## config.mk

```make
export PLATFORM = sky130hd
export DESIGN_NAME = gcd_arbiter
export DESIGN_NICKNAME = d
export VERILOG_FILES = /design/src/rtl/gcd_arbiter.sv
export SDC_FILE = /design/constraint.sdc
export NUM_CORES = 1
export LEC_CHECK = 0
export CELL_PAD_IN_SITES_DETAIL_PLACEMENT = 0
export CELL_PAD_IN_SITES_GLOBAL_PLACEMENT = 2
export CORE_AREA = 2 2 101 113
export CTS_BUF_LIST = sky130_fd_sc_hd__clkbuf_16
export CTS_CLUSTER_DIAMETER = 120
export DETAILED_ROUTE_END_ITERATION = 12
export DIE_AREA = 0 0 103 115
export HOLD_SLACK_MARGIN = 0.15
export PLACE_DENSITY = 0.73
export SLEW_MARGIN = 20
export SYNTH_ARGS = -nofsm -noshare
export SYNTH_HDL_FRONTEND = slang
export SYNTH_SLANG_ARGS = --single-unit
```

## constraint.sdc

```tcl
create_clock -name CLK -period 1.7 [get_ports CLK]
set_input_delay 0.17 -clock CLK [delete_from_list [all_inputs] [get_ports CLK]]
set_output_delay 0.17 -clock CLK [all_outputs]
set_load 0.03 [all_outputs]
```

## src/rtl/gcd_arbiter.sv

```systemverilog
// Round-robin arbiter sharing one GCD unit among four requesters.
// Define GCD_ARB_TIMEOUT_EN to abort a WAIT after TIMEOUT cycles.
module gcd_arbiter #(
  parameter int WIDTH   = 8,
  parameter int TIMEOUT = 255
) (
  input  logic               CLK,
  input  logic               RST,
  input  logic [3:0]         REQ,
  input  logic [4*WIDTH-1:0] A,
  input  logic [4*WIDTH-1:0] B,
  output logic [3:0]         ACK,
  output logic [WIDTH-1:0]   Y,
  output logic               ERROR,
  output logic               BUSY,
  output logic [1:0]         GRANT_ID,
  output logic               GCD_START,
  output logic [WIDTH-1:0]   GCD_A,
  output logic [WIDTH-1:0]   GCD_B,
  input  logic               GCD_DONE,
  input  logic [WIDTH-1:0]   GCD_Y,
  input  logic               GCD_ERROR
);

  typedef enum logic [1:0] {
    IDLE, ISSUE, WAIT, RESP
  } state_t;

  state_t           state_q;
  logic [1:0]       ptr_q;
  logic [1:0]       gid_q;
  logic             start_q;
  logic             err_q;
  logic             busy_q;
  logic [3:0]       ack_q;
  logic [WIDTH-1:0] ga_q;
  logic [WIDTH-1:0] gb_q;
  logic [WIDTH-1:0] y_q;

  logic             found;
  logic [1:0]       pick;
  logic [1:0]       idx;
  logic             tmo;

  // first requester at or above ptr_q, wrapping
  always_comb begin
    found = 1'b0;
    pick  = ptr_q;
    idx   = ptr_q;
    for (int i = 0; i < 4; i++) begin
      idx = ptr_q + 2'(i);
      if (!found && REQ[idx]) begin
        found = 1'b1;
        pick  = idx;
      end
    end
  end

`ifdef GCD_ARB_TIMEOUT_EN
  localparam int CW = $clog2(TIMEOUT + 1);
  logic [CW-1:0] cnt_q;

  assign tmo = (cnt_q == CW'(TIMEOUT - 1));

  always_ff @(posedge CLK or posedge RST) begin
    if (RST) begin
      cnt_q <= '0;
    end else if (state_q == ISSUE) begin
      cnt_q <= '0;
    end else if (state_q == WAIT && !tmo) begin
      cnt_q <= cnt_q + 1'b1;
    end
  end
`else
  logic unused_timeout;
  assign unused_timeout = ^TIMEOUT;
  assign tmo = 1'b0;
`endif

  always_ff @(posedge CLK or posedge RST) begin
    if (RST) begin
      state_q <= IDLE;
      ptr_q   <= '0;
      gid_q   <= '0;
      start_q <= 1'b0;
      err_q   <= 1'b0;
      busy_q  <= 1'b0;
      ack_q   <= '0;
      ga_q    <= '0;
      gb_q    <= '0;
      y_q     <= '0;
    end else begin
      unique case (state_q)
        IDLE: begin
          if (found) begin
            ga_q    <= A[int'(pick)*WIDTH +: WIDTH];
            gb_q    <= B[int'(pick)*WIDTH +: WIDTH];
            gid_q   <= pick;
            start_q <= 1'b1;
            busy_q  <= 1'b1;
            state_q <= ISSUE;
          end
        end
        ISSUE: begin
          start_q <= 1'b0;
          state_q <= WAIT;
        end
        WAIT: begin
          if (GCD_DONE) begin
            y_q     <= GCD_Y;
            err_q   <= GCD_ERROR;
            ack_q   <= 4'b0001 << gid_q;
            ptr_q   <= gid_q + 2'd1;
            state_q <= RESP;
          end else if (tmo) begin
            y_q     <= '0;
            err_q   <= 1'b1;
            ack_q   <= 4'b0001 << gid_q;
            ptr_q   <= gid_q + 2'd1;
            state_q <= RESP;
          end
        end
        RESP: begin
          ack_q   <= '0;
          busy_q  <= 1'b0;
          state_q <= IDLE;
        end
        default: state_q <= IDLE;
      endcase
    end
  end

  assign ACK       = ack_q;
  assign Y         = y_q;
  assign ERROR     = err_q;
  assign BUSY      = busy_q;
  assign GRANT_ID  = gid_q;
  assign GCD_START = start_q;
  assign GCD_A     = ga_q;
  assign GCD_B     = gb_q;

endmodule

```

==> results by group <==
Status
  – Outcome: complete, but fails checks
  – Failing checks: setup timing

Timing
  – Final TNS setup: -420 ps
  – Setup violations, final: 15
  – RSZ-0062 raised after global routing: true
  – Final hold violations: 0
  – Worst slew margin relative to its limit: 0.743
  – Final Slew Violations: 0
  – Period utilization: 1.03
  – Tightest Pin Transition: 381 ps
  – Final WS setup: -44.9 ps
  – Max frequency: 573 MHz
  – Fin crit period: 1740 ps
  – Setup Skew: 4.77 ps

Layout
  – Most common cell after layout, fill and taps aside: clkdlybuf4s50_1
  – Core Util, Final: 0.384
  – Area Overhead vs Synth: 78.2%
  – Commonest cells after routing, fill and taps aside: clkdlybuf4s50_1 (109), dfrtp_1 (37), a211oi_2 (26)
  – Final #Nets: 432
  – Cell area after layout: 4120 µm²
  – Fill count: 1113
  – Layout cell share with drive strength beyond 1: 0.265
  – Diodes inserted: 0

Power and ir drop
  – LEAKAGE: 1.62 nW
  – Peak VDD IR: 0.490 mV
  – Pwr Density: 1700 nW/µm²

Setup path
  – Crit-path max FO: 16
  – CP max stage cell: dfrtp_1
  – Setup crit end kind: flop
  – Startpoint types: flop
  – Crit Path Category: flop to flop
  – Critical Path RT: 1860 ps
  – Crit path buffers/inverters: 1
  – Arrival @ worst endpoint: 1900 ps
  – CP peak stage delay: 420 ps
  – Delay-heaviest family, CP: compound AO/OA/AOI/OAI gates
  – Crit-path cells: nor2b_2 -> o21a_4 -> or3_4 -> buf_16 -> a211oi_4 -> a211oi_2

Route
  – Max Used Layer: met4
  – Met3 WL: 407 µm
  – WL met1: 3090 µm
  – Vias: 2155
  – Drt total wl: 7890 µm
  – # DRC: 0
  – DRT iter0 DRCs: 52
  – Met2 WL: 4260 µm
  – DRT antenna net count: 0
  – WL/cell: 16.1 µm
  – Via-per-instance ratio: 4.40
  – Drt pass-1 iters: 4

Clocking
  – CTS clk-pin slew, worst paths: 60 ps
  – CTS tree: built
  – Worst-Skew Late Latency: 280 ps
  – Max Buffers Root-to-Sink: 2
  – Clock sinks: 37
  – CTS buffer count: 5
  – Clock root buffer: clkbuf_16
  – Hold Buf Count CTS: 0
  – CTS H-tree depth: 2

Placement
  – Post-DP Area: 3760 µm²
  – DPL Wire Length: 5630 µm
  – Place WS: -540 ps
  – Port Buffers: 112
  – RD Place Congestion: 0.796

Synth
  – EDFF count, synth: 0
  – Post-synth top area share: 0.401
  – Post-synthesis cell count: 209
  – Most area-hungry cell type in the Yosys netlist: dfrtp_1
  – Main combinational cell family by area after synthesis: compound AO/OA/AOI/OAI gates
  – Main synth FF type: dfrtp_1
  – Synth warn: 0
  – Post-Syn Area per Cell: 11.1 µm²
  – Unique cell type count in the Yosys netlist: 32
  – Mux contribution to synthesized area: 0.118
  – Seq cells post-synth: 37
  – Synth Area in XOR/XNOR: 0
  – Area share of fa/ha/maj cells after synthesis: 0.0488
  – Synth Area in Compound Gates: 0.231
  – Synth Area in Simple Gates: 0.152
  – Async S/R FF share, synth: 1.00
  – Ranking of synthesized cells by area: dfrtp_1 (40%), a211oi_2 (14%), mux2i_1 (6.9%), nor4b_1 (6.1%), ha_1 (4.9%)
  – Post-Syn Area: 2310 µm²
  – Syn Nets: 298
  – Register area share after synthesis: 0.401

Floorplan
  – Die height: 115 µm
  – Ports: 113
  – Die footprint: 11800 µm²
  – Initial Util: 0.216
  – Rows: 40
  – DIE WIDTH: 103 µm
  – Core area: 10700 µm²

Global route
  – GR Overflow Total: 0
  – Vias in the first global route: 2346
  – Total Routing Usage GR: 0.134
  – Largest net degree at the start of global routing: 20
  – Global-route wire length before repair: 12000 µm
  – Initial antenna violation count: 0

Worst hold path
  – Min-delay worst type: input port to async pin

Run
  – Max-cap check violation count: 0
-- metal layers --
| layer | vias to the layer above | global-route usage |
|---|---|---|
| met5 | - | 0 |
| met4 | 0 | 0.0447 |
| met3 | 9 | 0.0365 |
| met2 | 65 | 0.240 |
| met1 | 1042 | 0.151 |
| li1 | 1039 | - |
-- worst min-delay path, stage by stage --
cell and delay [ps]:
clkdlybuf4s50_1 410, clkinv_1 60, buf_4 250
-- cells by family (layout without fill, tap and decap cells) --
| family | count (synthesis) | after routing |
|---|---|---|
| DFF | 37 | 37 |
| buffers and inverters | 20 | 154 |
| and+or+nand+nor | 62 | 62 |
| muxes | 26 | 26 |
| AOI/OAI and AO/OA | 55 | 55 |
| adders and majority gates | 9 | 9 |
-- sequential cells by signal, indices dropped and copies added (netlist names), 2 cells and up --
name / cells
GRANT_ID: 2
GCD_A: 8
state_q: 2
Y: 8
GCD_B: 8
ACK: 4
ptr_q: 2
-- Yosys cell counts, types with 2 or more instances --
cell,instances
a211oi_1,7
a211oi_2,25
a21boi_2,2
a21oi_1,2
a31oi_1,3
and3_1,2
buf_1,2
buf_4,2
buf_6,4
clkbuf_1,5
dfrtp_1,37
ha_1,9
inv_1,6
mux2_2,10
mux2i_1,16
nand2_1,8
nand2b_1,3
nor2_1,22
nor2_2,2
nor2b_1,6
nor4b_1,16
o21ai_0,8
o21ai_1,2
or3_1,2
-- final timing paths --
check                                startpoint                   end  slack [ps]  depth (start not counted)
max in group asynchronous                   RST  ptr_q[0]$_DFFE_PP0P_        1230                          3
hold reg to reg                Y[3]$_DFFE_PP0P_      Y[3]$_DFFE_PP0P_         500                          1
hold / removal                              RST  GCD_B[2]$_DFFE_PP0P_         250                          3
setup / recovery           ptr_q[0]$_DFFE_PP0P_  GCD_B[7]$_DFFE_PP0P_         -40                          6
setup reg to reg           ptr_q[0]$_DFFE_PP0P_  GCD_B[7]$_DFFE_PP0P_         -40                          6
min in group CLK               Y[3]$_DFFE_PP0P_      Y[3]$_DFFE_PP0P_         500                          1
-- what timing repair did --
action / in CTS / in global routing
endpoints found under the setup margin: 16 / 16
gates cloned: 2 / 1
resized for setup: 9 / 17
buffers inserted: 2 / 0
pin swaps: 3 / 4
-- per-stage QoR --
step / hold WS (ps) / std cells / total power (W)
after global routing: 270 / 490 / 0.00746
after CTS: 258 / 489 / 0.00685
after detailed placement: 494 / 478 / 0.00571
after global placement: 487 / 478 / 0.00566
final: 245 / 490 / 0.00699
after floorplan: 320 / 209 / 0.00407
-- cell type report --
class | count | area [µm²] | share of cell area
Clock buffer | 5 | 125 | 0.0304
Multi-Input combinational cell | 152 | 1400 | 0.339
Clock inverter | 2 | 7.51 | 0.00182
Sequential cell | 37 | 926 | 0.225
Timing Repair Buffer | 141 | 1460 | 0.353
Tap cell | 147 | 184 | 0.0447
Inverter | 6 | 22.5 | 0.00547
-- power by group --
part / total [W] / switching (W) / internal (W)
clock network: 0.000869 / 0.000345 / 0.000525
registers: 0.00160 / 0.000278 / 0.00132
logic: 0.00452 / 0.00236 / 0.00216
(Power assumes the default switching activity.)
